[config.mk]
export PLATFORM = sky130hd
export DESIGN_NAME = serial_frame_rx
export DESIGN_NICKNAME = d
export VERILOG_FILES = /design/src/rtl/serial_frame_rx.sv
export SDC_FILE = /design/constraint.sdc
export NUM_CORES = 1
export LEC_CHECK = 0
export ABC_AREA = 0
export BUFFER_PORTS_ARGS = -buffer_cell sky130_fd_sc_hd__buf_2
export CAP_MARGIN = 20
export CORE_MARGIN = 2
export CORE_UTILIZATION = 55
export DETAILED_ROUTE_END_ITERATION = 7
export PLACE_DENSITY_LB_ADDON = 0.3
export SLEW_MARGIN = 20
export SYNTH_ARGS = -nofsm -noshare
export SYNTH_HDL_FRONTEND = slang
export SYNTH_SLANG_ARGS = --single-unit
export TNS_END_PERCENT = 1
[constraint.sdc]
create_clock -name clock -period 1.9 [get_ports clock]
set_input_delay 0.19 -clock clock [delete_from_list [all_inputs] [get_ports clock]]
set_output_delay 0.19 -clock clock [all_outputs]
set_load 0.01 [all_outputs]
[src/rtl/serial_frame_rx.sv]
// Framed serial receiver: start bit, WIDTH data bits (LSB first), optional
// parity bit and stop bit, qualified by bit_en. Emits a word with a valid pulse.
module serial_frame_rx #(
    parameter int WIDTH      = 8,
    parameter int PARITY_EN  = 1,
    parameter int PARITY_ODD = 0
) (
    input  logic             clock,
    input  logic             reset,
    input  logic             data_in,
    input  logic             bit_en,
    output logic [WIDTH-1:0] data_out,
    output logic             valid,
    output logic             parity_err,
    output logic             frame_err,
    output logic             busy,
    output logic [7:0]       frame_count
);

    localparam int              CNT_W  = (WIDTH > 1) ? $clog2(WIDTH) : 1;
    localparam logic [CNT_W-1:0] LAST  = CNT_W'(WIDTH - 1);
    localparam logic            P_EN   = (PARITY_EN != 0);
    localparam logic            P_ODD  = (PARITY_ODD != 0);

    typedef enum logic [1:0] {
        IDLE   = 2'd0,
        DATA   = 2'd1,
        PARITY = 2'd2,
        STOP   = 2'd3
    } state_t;

    state_t             r_state;
    logic [CNT_W-1:0]   r_cnt;
    logic [WIDTH-1:0]   r_shreg;
    logic               r_p_rx;
    logic [WIDTH-1:0]   r_data_out;
    logic               r_valid;
    logic               r_parity_err;
    logic               r_frame_err;
    logic               r_busy;
    logic [7:0]         r_frame_count;

    logic [WIDTH-1:0]   w_bit_sel;
    logic               w_parity_err;

    // One-hot write enable for the shift register slot addressed by the counter.
    for (genvar gi = 0; gi < WIDTH; gi++) begin : g_bit_sel
        assign w_bit_sel[gi] = (r_state == DATA) && bit_en && (r_cnt == CNT_W'(gi));
    end

    assign w_parity_err = P_EN && ((^r_shreg ^ r_p_rx) != P_ODD);

    always_ff @(posedge clock or posedge reset) begin
        if (reset) begin
            r_shreg <= '0;
        end else begin
            r_shreg <= (r_shreg & ~w_bit_sel) | ({WIDTH{data_in}} & w_bit_sel);
        end
    end

    always_ff @(posedge clock or posedge reset) begin
        if (reset) begin
            r_state       <= IDLE;
            r_cnt         <= '0;
            r_p_rx        <= 1'b0;
            r_data_out    <= '0;
            r_valid       <= 1'b0;
            r_parity_err  <= 1'b0;
            r_frame_err   <= 1'b0;
            r_busy        <= 1'b0;
            r_frame_count <= 8'd0;
        end else begin
            r_valid <= 1'b0;
            if (bit_en) begin
                case (r_state)
                    IDLE: begin
                        if (data_in) begin
                            r_state <= DATA;
                            r_cnt   <= '0;
                            r_busy  <= 1'b1;
                        end
                    end
                    DATA: begin
                        if (r_cnt == LAST) begin
                            r_cnt   <= '0;
                            r_state <= P_EN ? PARITY : STOP;
                        end else begin
                            r_cnt <= r_cnt + 1'b1;
                        end
                    end
                    PARITY: begin
                        r_p_rx  <= data_in;
                        r_state <= STOP;
                    end
                    STOP: begin
                        // The stop bit is consumed here; a 1 is never reused as a start bit.
                        r_state       <= IDLE;
                        r_busy        <= 1'b0;
                        r_data_out    <= r_shreg;
                        r_valid       <= 1'b1;
                        r_frame_err   <= data_in;
                        r_parity_err  <= w_parity_err;
                        r_frame_count <= r_frame_count + 8'd1;
                    end
                    default: begin
                        r_state <= IDLE;
                        r_busy  <= 1'b0;
                    end
                endcase
            end
        end
    end

    assign data_out    = r_data_out;
    assign valid       = r_valid;
    assign parity_err  = r_parity_err;
    assign frame_err   = r_frame_err;
    assign busy        = r_busy;
    assign frame_count = r_frame_count;

endmodule
==> summary.txt <==
Clocking
  • Num CTS Buffers: 5
  • Clk_lat worst skew: between 0.3 and 0.4 ns
  • CTS Root Cell: clkbuf_4
  • Cts hold-fix bufs: 1
  • H-tree depth: 2
  • CTS tree: done
  • Post-CTS setup buffers: 0
  • Clock sink count: 34
  • Maximum clock path buffer count: 2
  • Resize count post-CTS: 0
  • Clk pin slew, worst setup/hold paths: approximately 0.11 ns

Floorplanning
  • Overall die area: 0.00343 mm2
  • Total core area: ~0.0028 mm2
  • Die extent in y: slightly below 60 um
  • Die width: slightly below 60 um
  • Initial core utilization: approximately 59%
  • I/O pin count: 24
  • Row cnt: 19

Flow run
  • Max-Cap Viols: 0

Setup path
  • Critical Path RT: roughly 2.1 ns
  • Setup crit end kind: register
  • Critical path type: register to register
  • Crit path DAT: 1.95 ns
  • Worst-path maximum fanout: 4
  • CP Launch Type: register

Synth
  • FFs w/ async S/R, synth: 100%
  • Register area share after synthesis: approximately half
  • Commonest cells post-synth: 45 x nand2_1, 34 x dfrtp_1, 13 x ha_1
  • Post-Syn Instances: 154
  • Top-count cell post-synth: nand2_1
  • Synth Area in Simple Gates: about 16%
  • Yosys top cell by area: dfrtp_1
  • Syn_area_per_cell: 10.6 um2
  • Prevailing post-synth register cell: dfrtp_1
  • Complex-gate fraction of the synthesized area: 2.52%
  • Post-synthesis sequential element count: 34
  • Synthesis Warnings: 0
  • Main combinational cell family by area after synthesis: simple AND/OR/NAND/NOR gates
  • Distinct cell type count after synthesis: 24
  • Mux contribution to synthesized area: under 10%
  • Number of synthesized flops with an enable pin: 0
  • Syn Nets: approximately 170
  • Fraction of synthesized cell area taken by the top area cell type: approximately half
  • Synth top area cells: dfrtp_1 52%, nand2_1 10%, ha_1 9.9%, mux2_2 7.6%, xnor2_1 4.8%
  • Synth Area in XOR/XNOR: under 10%
  • Adder-cell share of the synthesized area: roughly a tenth
  • Mapped Area: about 0.0016 mm2

Timing
  • Slew Limit Fails: 0
  • Worst-Margin Slew: about 0.42 ns
  • Setup TNS: 0 ns
  • Period Utilization, post-route: 90.4%
  • Clk_skew: just over 0.005 ns
  • Top achievable clock speed: between 500 and 600 MHz
  • RSZ-0062 raised after global routing: no
  • Final WS setup: 0.183 ns
  • Slew HR: 71.8%
  • Final Critical Period: between 1.5 and 2 ns
  • Endpoints failing hold: 0
  • Setup violations, final: 0

Routing
  • Wirelength per Cell: around 13 um
  • Initial DRC count: 23
  • DRC: 0
  • Routed WL: approximately 2.8 mm
  • Detailed Routing Iterations Pass 1: 4
  • Antenna-violating nets left: 0
  • Drt via density: roughly 5.2
  • Via count: about 1100

Layout
  • N_diodes: 0
  • Nets@finish: 200
  • Area grow syn2layout: 14.8%
  • Ratio of cells with drive above 1 in the final layout: 24.5%

Pwr
  • Leak: 1.02 nW
  • Pwr Total: between 2 and 3 mW
  • Power per Cell Area: around 1500 mW/mm2
  • Peak supply drop: roughly 1.2 mV

Global routing
  • Number of global-route vias before repair: between 1000 and 1500
  • Initial antenna violation count: 0
  • Largest net degree at the start of global routing: 35
  • First-pass GRT wire length: approximately 4.7 mm
  • GR Overflow Total: 0
  • Global Route Usage Sum: 18.9%

Placement
  • Gpl congestion: 0.816
  • IO Port Bufs: 23
  • Dpl hpwl: 2.07 mm
  • Place WS: around 0.22 ns

Status
  • Status: finished, final reports clean

Worst hold path
  • Worst Hold Class: primary input to register
-- critical path, cell delays in order, from the launching register on --
cell      delay, ns
dfrtp_1        0.43
inv_1          0.14
ha_1           0.23
inv_1          0.05
o21ai_0        0.22
nand2b_1       0.20
mux2_2         0.35
-- stage by stage --
step	instance area [um2]	utilization (%)	hold WS, ns	instances
2_1_floorplan	1640	-	0.332	154
3_3_place_gp	1790	64.2	0.290	206
3_5_place_dp	1790	64.2	0.305	206
4_1_cts	1880	67.5	0.147	215
5_1_grt	1880	67.5	0.178	215
6_report	1880	67.5	0.173	215
-- cells by family (layout without fill, tap and decap cells) --
kind of cell | count (synthesis) | count (layout)
AOI/OAI and AO/OA | 7 | 7
xor gates and xnor gates | 14 | 14
adders and majority gates | 13 | 13
buffers and inverters | 13 | 43
DFF | 34 | 34
muxes | 12 | 12
and+or+nand+nor | 61 | 61
-- final cells by class --
| class | instances | area, um2 |
|---|---|---|
| Tap cell | 31 | 38.8 |
| Timing Repair Buffer | 26 | 140 |
| Multi-Input combinational cell | 107 | 732 |
| Clock buffer | 5 | 37.5 |
| Sequential cell | 34 | 851 |
| Clock inverter | 3 | 45.0 |
| Inverter | 9 | 33.8 |
| Fill cell | 221 | 903 |
-- final timing paths --
| kind | from | to | slack, ns | depth (start not counted) |
|---|---|---|---|---|
| max | r_state[0]$_DFFE_PP0P_ | r_state[1]$_DFFE_PP0P_ | 0.18 | 6 |
| min | data_in | frame_err$_DFFE_PP0P_ | 0.17 | 3 |
| max reg2reg | r_state[0]$_DFFE_PP0P_ | r_state[1]$_DFFE_PP0P_ | 0.18 | 6 |
| min reg2reg | data_out[5]$_DFFE_PP0P_ | data_out[5]$_DFFE_PP0P_ | 0.48 | 2 |
| max in group asynchronous | reset | asynchronous set/reset pin | 1.13 | 4 |
| min in group asynchronous | reset | r_state[1]$_DFFE_PP0P_ | 0.47 | 4 |
-- metal layers --
metal	global-route usage (%)	share of wire, %	up-vias
met5	0	0	-
met4	11.0	2.8	0
met3	5.93	3.8	6
met2	29.5	46	24
met1	22.9	47	533
li1	-	-	552
-- placed cells by master (no fill, tap or decap), types with 2 or more instances in the layout --
master / instances
buf_4: 2
nor2_1: 3
xnor2_1: 9
ha_1: 13
buf_2: 23
dfrtp_1: 34
nand3_1: 2
nand2_1: 45
and3_1: 3
clkbuf_4: 5
mux2_2: 11
xor2_1: 4
o21ai_0: 3
clkinvlp_4: 2
nand4_1: 3
inv_1: 9
nand2b_1: 3
-- where the power goes --
group          internal [mW]  total, mW  switching (mW)  leakage [nW]
clock network          0.276      0.525           0.249        0.0374
registers              0.972       1.18           0.209         0.442
logic                  0.540       1.08           0.544         0.536
total                   1.79       2.79            1.00          1.02
(Power assumes the default switching activity.)
